## src/rtl/seq_pkg.sv

```systemverilog
// Shared constants for the "010" serial link: FSM states, sync preamble and idle line level.
// The transmitter and the detector both use these values.
package seq_pkg;

    typedef enum logic [1:0] {
        IDLE = 2'b00,
        PRE  = 2'b01,
        DATA = 2'b10
    } state_t;

    localparam int               PRE_LEN    = 3;
    localparam logic [PRE_LEN-1:0] PREAMBLE = 3'b010;
    localparam logic             IDLE_LEVEL = 1'b1;

endpackage

```

## src/rtl/piso_shift.sv

```systemverilog
// Parallel-in/serial-out register. It loads a word and shifts left with the MSB first.
// It exposes the current MSB and the next bit, so the caller can register the line one cycle ahead.
module piso_shift #(
    parameter int WIDTH = 8
) (
    input  logic             clk,
    input  logic             rst,
    input  logic             i_load,
    input  logic             i_shift,
    input  logic [WIDTH-1:0] i_data,
    output logic             o_msb,
    output logic             o_nxt
);

    logic [WIDTH-1:0] r_sh;

    always_ff @(posedge clk or negedge rst) begin
        if (!rst)         r_sh <= '0;
        else if (i_load)  r_sh <= i_data;
        else if (i_shift) r_sh <= {r_sh[WIDTH-2:0], 1'b0};
    end

    assign o_msb = r_sh[WIDTH-1];
    assign o_nxt = r_sh[WIDTH-2];

endmodule

```

## src/rtl/seq_tx.sv

```systemverilog
// Serial frame transmitter. It sends the preamble 010 and then the data word MSB-first.
// The line idles high between frames.
module seq_tx
    import seq_pkg::*;
#(
    parameter int WIDTH = 8
) (
    input  logic             clk,
    input  logic             rst,
    input  logic [WIDTH-1:0] din_data,
    input  logic             din_vld,
    output logic             din_rdy,
    output logic             dout,
    output logic             dout_vld,
    output logic             busy
);

    localparam int             CW        = $clog2(WIDTH + 3);
    localparam logic [CW-1:0]  PRE_LAST  = CW'(PRE_LEN - 1);
    localparam logic [CW-1:0]  DATA_LAST = CW'(WIDTH - 1);

    state_t        r_state, w_state_nxt;
    logic [CW-1:0] r_cnt, w_cnt_nxt;
    logic          r_dout, r_dout_vld, r_busy;
    logic          w_dout_nxt, w_pre_bit;
    logic          w_load, w_shift, w_msb, w_nxt;

    piso_shift #(.WIDTH(WIDTH)) u_piso (
        .clk     (clk),
        .rst     (rst),
        .i_load  (w_load),
        .i_shift (w_shift),
        .i_data  (din_data),
        .o_msb   (w_msb),
        .o_nxt   (w_nxt)
    );

    // The line outputs are registered from the next state, so they line up with the state they describe.
    always_ff @(posedge clk or negedge rst) begin
        if (!rst) begin
            r_state    <= IDLE;
            r_cnt      <= '0;
            r_dout     <= IDLE_LEVEL;
            r_dout_vld <= 1'b0;
            r_busy     <= 1'b0;
        end else begin
            r_state    <= w_state_nxt;
            r_cnt      <= w_cnt_nxt;
            r_dout     <= w_dout_nxt;
            r_dout_vld <= (w_state_nxt != IDLE);
            r_busy     <= (w_state_nxt != IDLE);
        end
    end

    always_comb begin
        w_state_nxt = r_state;
        w_cnt_nxt   = r_cnt;
        case (r_state)
            IDLE: if (din_vld) begin
                w_state_nxt = PRE;
                w_cnt_nxt   = '0;
            end
            PRE: if (r_cnt == PRE_LAST) begin
                w_state_nxt = DATA;
                w_cnt_nxt   = '0;
            end else begin
                w_cnt_nxt   = r_cnt + CW'(1);
            end
            DATA: if (r_cnt == DATA_LAST) begin
                w_state_nxt = IDLE;
                w_cnt_nxt   = '0;
            end else begin
                w_cnt_nxt   = r_cnt + CW'(1);
            end
            default: begin
                w_state_nxt = IDLE;
                w_cnt_nxt   = '0;
            end
        endcase
    end

    always_comb begin
        w_load    = (r_state == IDLE) && din_vld;
        w_shift   = (r_state == DATA);
        w_pre_bit = PREAMBLE[PRE_LEN-1];
        for (int i = 1; i < PRE_LEN; i++)
            if (w_cnt_nxt == CW'(i)) w_pre_bit = PREAMBLE[PRE_LEN-1-i];
        w_dout_nxt = IDLE_LEVEL;
        case (w_state_nxt)
            PRE:  w_dout_nxt = w_pre_bit;
            // On entry to DATA the word is unshifted. Later the shift register advances this same edge.
            DATA: w_dout_nxt = (r_state == PRE) ? w_msb : w_nxt;
            default: w_dout_nxt = IDLE_LEVEL;
        endcase
    end

    assign din_rdy  = (r_state == IDLE);
    assign dout     = r_dout;
    assign dout_vld = r_dout_vld;
    assign busy     = r_busy;

endmodule
```

## config.mk

```make
export PLATFORM = sky130hd
export DESIGN_NAME = seq_tx
export DESIGN_NICKNAME = d
export VERILOG_FILES = /design/src/rtl/seq_pkg.sv /design/src/rtl/piso_shift.sv /design/src/rtl/seq_tx.sv
export SDC_FILE = /design/constraint.sdc
export NUM_CORES = 1
export LEC_CHECK = 0
export CAP_MARGIN = 40
export CELL_PAD_IN_SITES_DETAIL_PLACEMENT = 2
export CELL_PAD_IN_SITES_GLOBAL_PLACEMENT = 2
export CORE_MARGIN = 4
export CORE_UTILIZATION = 35
export DETAILED_ROUTE_END_ITERATION = 12
export PLACE_DENSITY = 0.8
export SYNTH_ARGS = -nofsm -noshare
export SYNTH_HDL_FRONTEND = slang
export SYNTH_SLANG_ARGS = --single-unit
```

## constraint.sdc

```tcl
create_clock -name clk -period 6.1 [get_ports clk]
set_clock_uncertainty 0.15 [all_clocks]
set_input_delay 1.22 -clock clk [delete_from_list [all_inputs] [get_ports clk]]
set_output_delay 1.22 -clock clk [all_outputs]
set_load 0.02 [all_outputs]
```

==> impl_metrics.tcl <==
set metrics [dict create \
    synth.area.top_cells "dfrtp_1, ha_1, a22oi_1" \
    grt_pass1_wl_um 4498 \
    drtAntennaViolNets 0 \
    hold_ws_ps 355.8 \
    die_w_um 60.54 \
    die_area_um2 3664 \
    cts_tree "built" \
    wirelength_um 2778 \
    netlist.area_leader.share_pct 38.86 \
    grt-ovfl-total 0 \
    postSynth.topFlopCell "dfrtp_1" \
    p_per_area_nw_per_um2 553.5 \
    synth_edf_count 0 \
    critical-path-top-delay-family "flip-flops" \
    crit_arrival_ps 1860 \
    required_ps 4730 \
    p_leak_nw 0.4868 \
    ys_warn_count 0 \
    critical_path_class "register to output pin" \
    crit-reg2reg-launch "r_state[1]$_DFF_PN0_" \
    min_path_cells 1 \
    io_buffers 14 \
    holdCritStartpoint "u_piso.r_sh[0]$_DFFE_PN0P_" \
    setup_slack_ps 2870 \
    maxSlewHeadroom_pct 49.05 \
    drive_above_1_share_pct 11.40 \
    end_kind "output pin" \
    clock_latency_ps 300 \
    hold_violations 0 \
    async_reset_ff_share_pct 100.0 \
    viasPerCell 5.736 \
    cp_cell_sequence "nor2_1 -> clkdlybuf4s50_1" \
    clock-sinks 16 \
    tightest_slew_ps 761.9 \
    fin_crit_sh_pct 52.96 \
    total_power_uw 637.9 \
    syn_nets 117 \
    status "finished clean" \
    ys_seq_elements 16 \
    r2r_end "dout$_DFF_PN1_" \
    syn_to_final_growth_pct 19.30 \
    ir_worst_vdd_mv 0.2229 \
    reg2regPathDepth 6 \
    critPathMaxFanout 22 \
    rsz0062_at_grt "false" \
    max_stage_delay_ps 830 \
    maxCapViolCount 0 \
    cts_resized 0 \
    fmax_mhz 309.6 \
    fin_tns_setup_ps 0 \
    final_cell_count_no_fill 144 \
    vias 826 \
    worstSetupStartpointType "register" \
    fill_cells 279 \
    syn_inst 101 \
    dpl-instance-area_um2 1116 \
    dr.pass1.iters 4 \
    drv_slew 0 \
    grt_max_degree 23 \
    avgSynthCellArea_um2 9.564 \
    yosys.area.top_type "dfrtp_1" \
    dpl_worst_slack_ps 2729 \
    setup_viol 0 \
    cts-hold-fix-buffers 0 \
    place.gp.congestion 0.7261 \
    hp-class "register to register" \
    cts.path.max_buffers 2 \
    first_iter_violations 12 \
    antenna_cells 0 \
    die_y_um 60.54 \
    antenna_found_initial 0 \
    dp_hpwl_um 2022 \
    holdPathEnd "u_piso.r_sh[0]$_DFFE_PN0P_" \
    stdcell_area_um2 1152 \
    num_rows 18 \
    worst_path_max_delay_cell "dfrtp_1" \
    crit_buf_inv 1 \
    dpl.cell_count 140 \
    netlist_area_um2 965.9 \
    period_needed_ps 3230 \
    io_pins 15 \
    cts-root-buf "clkbuf_4" \
    synth_cell_types 34 \
    drcViolationCount 0 \
    wl_per_cell_um 19.29 \
    grt_pass1_vias 922 \
    track_usage_pct 17.38 \
    htreeDepth 1 \
    start_util_pct 37.95 \
    postLayoutCoreUtil_pct 45.28 \
    num-nets-final 131 \
    clk_pin_slew_worst_paths_ps 100 \
    coreArea_um2 2545 \
    cts-buffers-inserted 3 \
    regToRegSetupSlack_ps 3480 \
    ys_seq_area_share_pct 41.58 \
    post-cts-setup-buffers 0 \
]
==> per-layer routing <==
metal | vias up | routed length, um | GRT usage, %
met4 | 0 | 41 | 6.502
met5 | - | 0 | 0
li1 | 387 | - | -
met3 | 4 | 81 | 2.553
met1 | 418 | 1258 | 21.61
met2 | 17 | 1396 | 30.40
==> Yosys cell counts (2+ instances only) <==
cell,number
dfrtp_1,15
o21ai_0,10
inv_1,9
nand2_1,8
a22oi_1,7
a21oi_1,6
nor2b_1,6
ha_1,5
nor2_1,3
a211oi_1,2
buf_4,2
clkbuf_1,2
mux2_2,2
nand2b_1,2
nand3_1,2
o311ai_1,2
==> layout by cell type, fill, tap and decap left out <==
cell	count
dfrtp_1	15
clkdlybuf4s50_1	14
o21ai_0	10
inv_1	9
nand2_1	8
a22oi_1	7
nor2b_1	6
a21oi_1	6
ha_1	5
nor2_1	3
clkbuf_4	3
o311ai_1	2
nand2b_1	2
a211oi_1	2
nand3_1	2
mux2_2	2
and2b_2	1
o21a_1	1
a311o_1	1
or4b_1	1
xor2_2	1
nor3_1	1
o21a_2	1
o21ai_2	1
or3b_1	1
a211o_2	1
or2b_1	1
a211o_1	1
a21boi_0	1
o41ai_2	1
o21bai_1	1
a32o_1	1
clkbuf_8	1
dfstp_2	1
==> cell type report <==
cell class	instances	area (um2)	area share, %
Multi-Input combinational cell	71	503.0	43.65
Inverter	9	33.78	2.932
Tap cell	30	37.54	3.257
Timing Repair Buffer	14	140.1	12.16
Sequential cell	16	401.6	34.85
Clock buffer	4	36.28	3.149
==> worst max-delay path by stage <==
stage | slack, ps | endpoint | start | cells past startpoint
2_1_floorplan | 3610 | dout$_DFF_PN1_ | din_vld | 7
3_3_place_gp | 2850 | dout$_DFF_PN1_ | din_vld | 8
3_5_place_dp | 2730 | dout$_DFF_PN1_ | din_vld | 8
4_1_cts | 2850 | din_rdy | r_state[1]$_DFF_PN0_ | 2
5_1_grt | 2750 | din_rdy | r_state[1]$_DFF_PN0_ | 2
6_report | 2870 | din_rdy | r_state[1]$_DFF_PN0_ | 2
==> registers in the layout (all words and copies together) (netlist names) <==
signal and cells:
busy 1, dout 1, r_cnt 4, r_state 2
u_piso.r_sh 8
==> report_power, final <==
part | internal (mW) | switching [mW] | total (mW)
sequential | 0.161 | 0.0760 | 0.237
clock | 0.0365 | 0.0388 | 0.0752
combinational | 0.150 | 0.176 | 0.326
total | 0.348 | 0.290 | 0.638
==> logic make-up after synthesis <==
group | share of synthesized area (%)
AOI/OAI and AO/OA | 26.95
xor gates and xnor gates | 1.684
adders and majority gates | 6.477
buffers and inverters | 6.346
DFF | 41.58
muxes | 2.331
and+or+nand+nor | 14.64
Power figures use the tool's default switching activity.
